**src/rtl/stopwatch_ctrl.sv**
```systemverilog
// Stopwatch control: button edge detection, IDLE/RUNNING/CLEAR sequencing,
// and an MM:SS BCD elapsed-time counter driven by an internal prescaler.
module stopwatch_ctrl #(
  parameter int TICK_DIV = 100,
  parameter int PW       = 16
) (
  input  logic       clk,
  input  logic       rst,
  input  logic       start_lvl,
  input  logic       stop_lvl,
  input  logic       clear_lvl,
  output logic [1:0] state,
  output logic       running,
  output logic [3:0] sec_ones,
  output logic [3:0] sec_tens,
  output logic [3:0] min_ones,
  output logic [3:0] min_tens,
  output logic       wrap
);

  typedef enum logic [1:0] {
    IDLE    = 2'b00,
    RUNNING = 2'b01,
    CLEAR   = 2'b10
  } state_t;

  localparam logic [PW-1:0] PRE_MAX = PW'(TICK_DIV - 1);

  state_t        state_r, state_s;
  logic          running_r;
  logic          start_prev_r, stop_prev_r, clear_prev_r;
  logic          edge_start_s, edge_stop_s, edge_clear_s;
  logic [PW-1:0] presc_r, presc_s;
  logic [3:0]    so_r, st_r, mo_r, mt_r;
  logic [3:0]    so_s, st_s, mo_s, mt_s;
  logic          wrap_r, wrap_s;
  logic          adv_s, tick_s;

  assign edge_start_s = start_lvl & ~start_prev_r;
  assign edge_stop_s  = stop_lvl  & ~stop_prev_r;
  assign edge_clear_s = clear_lvl & ~clear_prev_r;

  // A stop or clear edge freezes the prescaler and swallows a coincident tick.
  assign adv_s  = (state_r == RUNNING) && !edge_stop_s && !edge_clear_s;
  assign tick_s = (state_r == RUNNING) && (presc_r == PRE_MAX);

  // Next-state decode with clear > stop > start priority.
  always_comb begin
    state_s = state_r;
    if (edge_clear_s) begin
      state_s = CLEAR;
    end else begin
      case (state_r)
        IDLE:    state_s = edge_start_s ? RUNNING : IDLE;
        RUNNING: state_s = edge_stop_s ? IDLE : RUNNING;
        CLEAR:   state_s = IDLE;
        default: state_s = IDLE;
      endcase
    end
  end

  // Prescaler and cascaded BCD digit update.
  always_comb begin
    presc_s = presc_r;
    so_s    = so_r;
    st_s    = st_r;
    mo_s    = mo_r;
    mt_s    = mt_r;
    wrap_s  = 1'b0;
    if (edge_clear_s || (state_r == CLEAR)) begin
      presc_s = {PW{1'b0}};
      so_s    = 4'd0;
      st_s    = 4'd0;
      mo_s    = 4'd0;
      mt_s    = 4'd0;
    end else if (adv_s && tick_s) begin
      presc_s = {PW{1'b0}};
      if (so_r != 4'd9) begin
        so_s = so_r + 4'd1;
      end else begin
        so_s = 4'd0;
        if (st_r != 4'd5) begin
          st_s = st_r + 4'd1;
        end else begin
          st_s = 4'd0;
          if (mo_r != 4'd9) begin
            mo_s = mo_r + 4'd1;
          end else begin
            mo_s = 4'd0;
            if (mt_r != 4'd9) begin
              mt_s = mt_r + 4'd1;
            end else begin
              mt_s   = 4'd0;
              wrap_s = 1'b1;
            end
          end
        end
      end
    end else if (adv_s) begin
      presc_s = presc_r + {{(PW-1){1'b0}}, 1'b1};
    end else begin
      presc_s = presc_r;
    end
  end

  // State, edge history, counters and registered outputs.
  always_ff @(posedge clk or posedge rst) begin
    if (rst) begin
      state_r      <= IDLE;
      running_r    <= 1'b0;
      start_prev_r <= 1'b1;
      stop_prev_r  <= 1'b1;
      clear_prev_r <= 1'b1;
      presc_r      <= {PW{1'b0}};
      so_r         <= 4'd0;
      st_r         <= 4'd0;
      mo_r         <= 4'd0;
      mt_r         <= 4'd0;
      wrap_r       <= 1'b0;
    end else begin
      state_r      <= state_s;
      running_r    <= (state_s == RUNNING);
      start_prev_r <= start_lvl;
      stop_prev_r  <= stop_lvl;
      clear_prev_r <= clear_lvl;
      presc_r      <= presc_s;
      so_r         <= so_s;
      st_r         <= st_s;
      mo_r         <= mo_s;
      mt_r         <= mt_s;
      wrap_r       <= wrap_s;
    end
  end

  assign state    = state_r;
  assign running  = running_r;
  assign sec_ones = so_r;
  assign sec_tens = st_r;
  assign min_ones = mo_r;
  assign min_tens = mt_r;
  assign wrap     = wrap_r;

endmodule
```
**config.mk**
```make
export PLATFORM = sky130hd
export DESIGN_NAME = stopwatch_ctrl
export DESIGN_NICKNAME = d
export VERILOG_FILES = /design/src/rtl/stopwatch_ctrl.sv
export SDC_FILE = /design/constraint.sdc
export NUM_CORES = 1
export LEC_CHECK = 0
export ABC_AREA = 1
export CAP_MARGIN = 20
export CORE_MARGIN = 3
export CORE_UTILIZATION = 50
export CTS_BUF_LIST = sky130_fd_sc_hd__clkbuf_2 sky130_fd_sc_hd__clkbuf_4 sky130_fd_sc_hd__clkbuf_8
export DETAILED_ROUTE_END_ITERATION = 10
export PLACE_DENSITY = 0.8
export SLEW_MARGIN = 20
export SYNTH_ARGS = -nofsm -noshare
export SYNTH_HDL_FRONTEND = slang
export SYNTH_SLANG_ARGS = --single-unit
```
**constraint.sdc**
```tcl
create_clock -name clk -period 3.8 [get_ports clk]
set_input_delay 0.76 -clock clk [delete_from_list [all_inputs] [get_ports clk]]
set_output_delay 0.76 -clock clk [all_outputs]
set_load 0.05 [all_outputs]
```
=== After elaboration in Yosys (flattened, before gate mapping) ===
Index checks and enable logic that the tools add are counted.

* Register bits: 39
* Word-level logic and storage cells: 77

* Add/sub/neg operators: 5
* Equal/unequal tests: 11
* Muxes and demuxes: 31
* Bitwise operators: 6
* Reductions and logical operators: 13

{| class="wikitable"
|+ Operator list
! operator !! count
|-
| two-way mux 4 bit || 18
|-
| two-way mux 16 bit || 3
|-
| adder 16 x 1 -> 16 bit, second input constant || 1
|-
| adder 4 x 1 -> 4 bit, second input constant || 4
|-
| equality test 16 x 7 -> 1 bit, second input constant || 1
|-
| != test 4 bit, second input constant || 3
|-
| two-way mux 1 bit || 8
|-
| != test 2 bit, second input constant || 3
|-
| equality test 2 x 1 -> 1 bit, second input constant || 2
|-
| logical AND 1 bit || 4
|-
| != test 4 x 3 -> 1 bit, second input constant || 1
|-
| AND reduction 4 bit || 1
|-
| AND 1 bit || 3
|-
| inverter 1 bit || 3
|-
| AND reduction 3 bit || 1
|-
| nonzero test 3 bit || 1
|-
| equality test 2 bit, second input constant || 1
|-
| logical NOT 1 bit || 2
|-
| logical NOT 2 bit || 1
|-
| two-way mux 2 bit || 1
|-
| one-hot mux 1 bit (2 select lines) || 1
|-
| AND reduction 2 bit || 1
|-
| nonzero test 2 bit || 1
|-
| logical OR 1 bit || 1
|}

=== Longest topological paths before layout ===
* Depth after elaboration: 8
* Mapped depth: 10

=== Worst setup path before layout ===
Ideal clock, no wire load.

* Kind: reg-to-reg
* Start point: register st_r[0], in the netlist sec_tens[0]
* End point: register mt_r[0], in the netlist min_tens[0]
* Setup time: 0.120 ns
* Arrival: 1.690 ns
* Data required time: 3.680 ns
* Setup slack: 1.990 ns
* Stages on the path, launching flop included: 9
* Path buffers: 0
* Clock period less this slack: 1.810 ns
* Cells stage by stage: dfrtp_1 > ha_1 > nand2_1 > nor2_1 > nor2_1 > nor2_2 > nand3_1 > nand2_1 > nand2_1

* Cells in the longest elaborated chain, start to end: 3

{| class="wikitable"
|+ RTL lines
! what !! line !! RTL
|-
| start: declaration || 34 || <nowiki>logic [3:0] so_r, st_r, mo_r, mt_r;</nowiki>
|-
| start signal: assignment || 128 || <nowiki>st_r <= st_s;</nowiki>
|-
| != test 4 x 3 -> 1 bit || 82 || <nowiki>if (st_r != 4'd5) begin</nowiki>
|-
| != test 2 bit (no source line) || - ||
|-
| AND reduction 4 bit (no source line) || - ||
|-
| end signal: assignment || 130 || <nowiki>mt_r <= mt_s;</nowiki>
|-
| end: declaration || 34 ||
|}

No other way between the ends.
A chain may end at the register's enable or synchronous reset.

=== Final worst setup path ===
* Start point: register mt_r[0], in the netlist min_tens[0]
* End point: output min_tens[0]

{| class="wikitable"
|+ RTL lines
! what !! line !! RTL
|-
| end: declaration || 17 || <nowiki>output logic [3:0] min_tens,</nowiki>
|}

No word-level cell between the ends.

==> summary.txt <==
Timing
  – Clk_skew: 0.00748 ns
  – Setup TNS: 0 ns
  – Fin crit share: 62.0%
  – Highest clock rate: 0.424 GHz
  – Final Setup Violations: 0
  – Worst hold slack: 0.559 ns
  – Unrepaired setup endpoints after global routing: no
  – Final hold vios: 0
  – Fin crit period: 2.36 ns
  – Slew @ Worst Pin: 0.508 ns
  – Slew headroom: 66.0%
  – Worst setup margin: 1.44 ns
  – Final slew viol count: 0

Worst setup path
  – Critical Path RT: 3.04 ns
  – Critical R2R Launch: presc_r[0]
  – Reg-to-reg endpoint: min_tens[3]
  – Critical path, cell by cell: clkdlybuf4s50_1
  – Buf+Inv Stages, Crit Path: 1
  – Kind of critical path: reg -> out
  – Worst EP arrival: 1.60 ns
  – Crit-path max cell delay: 0.86 ns
  – Endpoint class of the critical path: primary output
  – CP Launch Type: flip-flop
  – Flop2flop setup slack: 1.92 ns
  – Cell count along the critical path: 1
  – CP max stage cell: clkdlybuf4s50_1
  – Crit Path Max Fanout: 6
  – R2R depth: 10
  – Crit path launch: min_tens[0]
  – Crit path capture: min_tens[0]
  – Critical path's top delay family: buffers and inverters

Clock network
  – Clock slew at reported path FFs: 0.07 ns
  – # Post-CTS Setup Buffers: 0
  – H-tree depth: 2
  – CTS tree: yes
  – Clk sink count: 38
  – Hold buffers post-CTS: 0
  – Post-CTS Resized: 0
  – Worst skew pair latency: 0.29 ns
  – Root buffer cell: clkbuf_8
  – Inserted Clock Buffers: 5
  – CTS Buffer Depth: 2

Routing
  – DR iter-0 viols: 197
  – Vias: 1975
  – Pre-antenna DRT Iters: 5
  – Routed len/inst: 12.8 um
  – DR DRC count: 0
  – Routed Antenna Nets: 0
  – Total Wirelength: 4730 um
  – Vias per Instance: 5.35

Placement
  – Port buffer count: 24
  – Placed cells: 361
  – HPWL after detailed placement: 3440 um
  – DP Worst Slack: 1.36 ns
  – Final GP Congestion: 0.958

Global routing
  – Pin count of the biggest net entering global routing: 39
  – First-pass GRT wire length: 8460 um
  – Initial antenna violation count: 0
  – GR Overflow Total: 0
  – Vias in the first global route: 1902
  – Global Route Usage Sum: 20.2%

Run status
  – Status: finished, final reports clean

Finish
  – Layout cells sized above 1: 9.72%
  – Diodes inserted: 0
  – Area growth syn-to-layout: 16.8%
  – Final #Nets: 332
  – Final non-filler cell total: 369

Job
  – Max_cap viols: 0

Floorplanning
  – Initial core utilization: 53.8%
  – Top Ports: 25
  – Die Wd: 72.8 um
  – Row count: 23
  – Die Height: 72.8 um
  – Total die area: 0.00530 mm2
  – Core Footprint: 0.00414 mm2

Synthesis
  – Post-synthesis sequential area ratio: 42.8%
  – Post-synthesis average cell area: 7.69 um2
  – Post-Synthesis Cells: 290
  – Synthesized cell area: 0.00223 mm2
  – Mapped Nets: 304
  – #FFs+latches synth: 38
  – Yosys warnings: 0
  – Yosys cell types: 30

Power
  – VDD IR-drop max: 0.351 mV
  – Power Total: 1.18 mW
  – Pwr/cell area: 452 mW/mm2
  – Static leakage: 1.19 nW

Min path
  – Hold Path Class: reg -> reg
## worst min path at each step
| stage | startpoint | endpoint | slack (ns) | cells after the start |
|---|---|---|---|---|
| 2_1_floorplan | presc_r[1] | presc_r[1] | 0.48 | 2 |
| 3_3_place_gp | presc_r[1] | presc_r[1] | 0.50 | 2 |
| 3_5_place_dp | presc_r[1] | presc_r[1] | 0.52 | 2 |
| 4_1_cts | presc_r[1] | presc_r[1] | 0.55 | 2 |
| 5_1_grt | min_tens[3] | min_tens[3] | 0.59 | 2 |
| 6_report | presc_r[1] | presc_r[1] | 0.56 | 2 |
## cells by family (layout without fill, tap and decap cells)
logic type,count (synthesis),in the layout,synth area share [%]
DFF,38,38,42.8
xor gates and xnor gates,12,12,4.71
and+or+nand+nor,167,167,33.8
AOI/OAI and AO/OA,26,26,6.51
buffers and inverters,38,67,7.12
adders and majority gates,9,9,5.05
## power by group
| part | switching, mW | internal (mW) | leakage, nW |
|---|---|---|---|
| combinational | 0.251 | 0.128 | 0.632 |
| clock | 0.140 | 0.154 | 0.0517 |
| sequential | 0.0576 | 0.446 | 0.509 |
| total | 0.449 | 0.727 | 1.19 |
## state kept, by name (all words and copies together) (netlist names)
register,flops
presc_r,16
min_ones,4
min_tens,4
sec_ones,4
sec_tens,4
clear_prev_r,1
running,1
start_prev_r,1
state,1
stop_prev_r,1
wrap,1
## through the flow
step                      util (%)  instance area (um2)
after floorplan                  -                 2230
after global placement        60.6                 2510
after detailed placement      60.6                 2510
after CTS                     62.9                 2610
after global routing          62.9                 2610
final                         62.9                 2610
## placed cells by master, fill, tap and decap left out, types with 8 or more instances in the layout
| cell type | count |
|---|---|
| clkdlybuf4s50_1 | 24 |
| dfrtp_1 | 35 |
| inv_1 | 27 |
| nand2_1 | 67 |
| ha_1 | 9 |
| nand4_1 | 17 |
| nor2_1 | 45 |
| o21ai_1 | 16 |
| xor2_1 | 8 |
| nand3_1 | 20 |
## cells in the mapped netlist, drive strengths merged
cell type	number	share of area (%)
xnor2	4	1.6
nand3	21	4.9
o21bai	1	0.34
nand3b	1	0.34
and2	1	0.28
dfrtp	35	39
clkinv	1	0.17
nor3	4	0.90
a21oi	3	0.67
xor2	8	3.1
o21ai	21	5.2
dfstp	3	3.5
buf	4	1.4
inv	33	5.6
or2	1	0.28
nand2	72	13
nand4	17	4.8
nor2	50	9.4
o22ai	1	0.28
ha	9	5.0
## final cells by class
class	count	area (um2)
Fill cell	373	1540
Sequential cell	38	955
Clock buffer	7	90.1
Clock inverter	1	5.00
Timing Repair Buffer	25	248
Tap cell	50	62.6
Inverter	34	128
Multi-Input combinational cell	214	1120
## metal layers
metal,routed length (um),vias up,GRT usage [%]
met2,2270,60,32.9
met4,68,0,6.56
met3,200,9,4.13
met5,0,-,0
met1,2190,915,26.9
li1,-,991,-
Power figures use the tool's default switching activity.
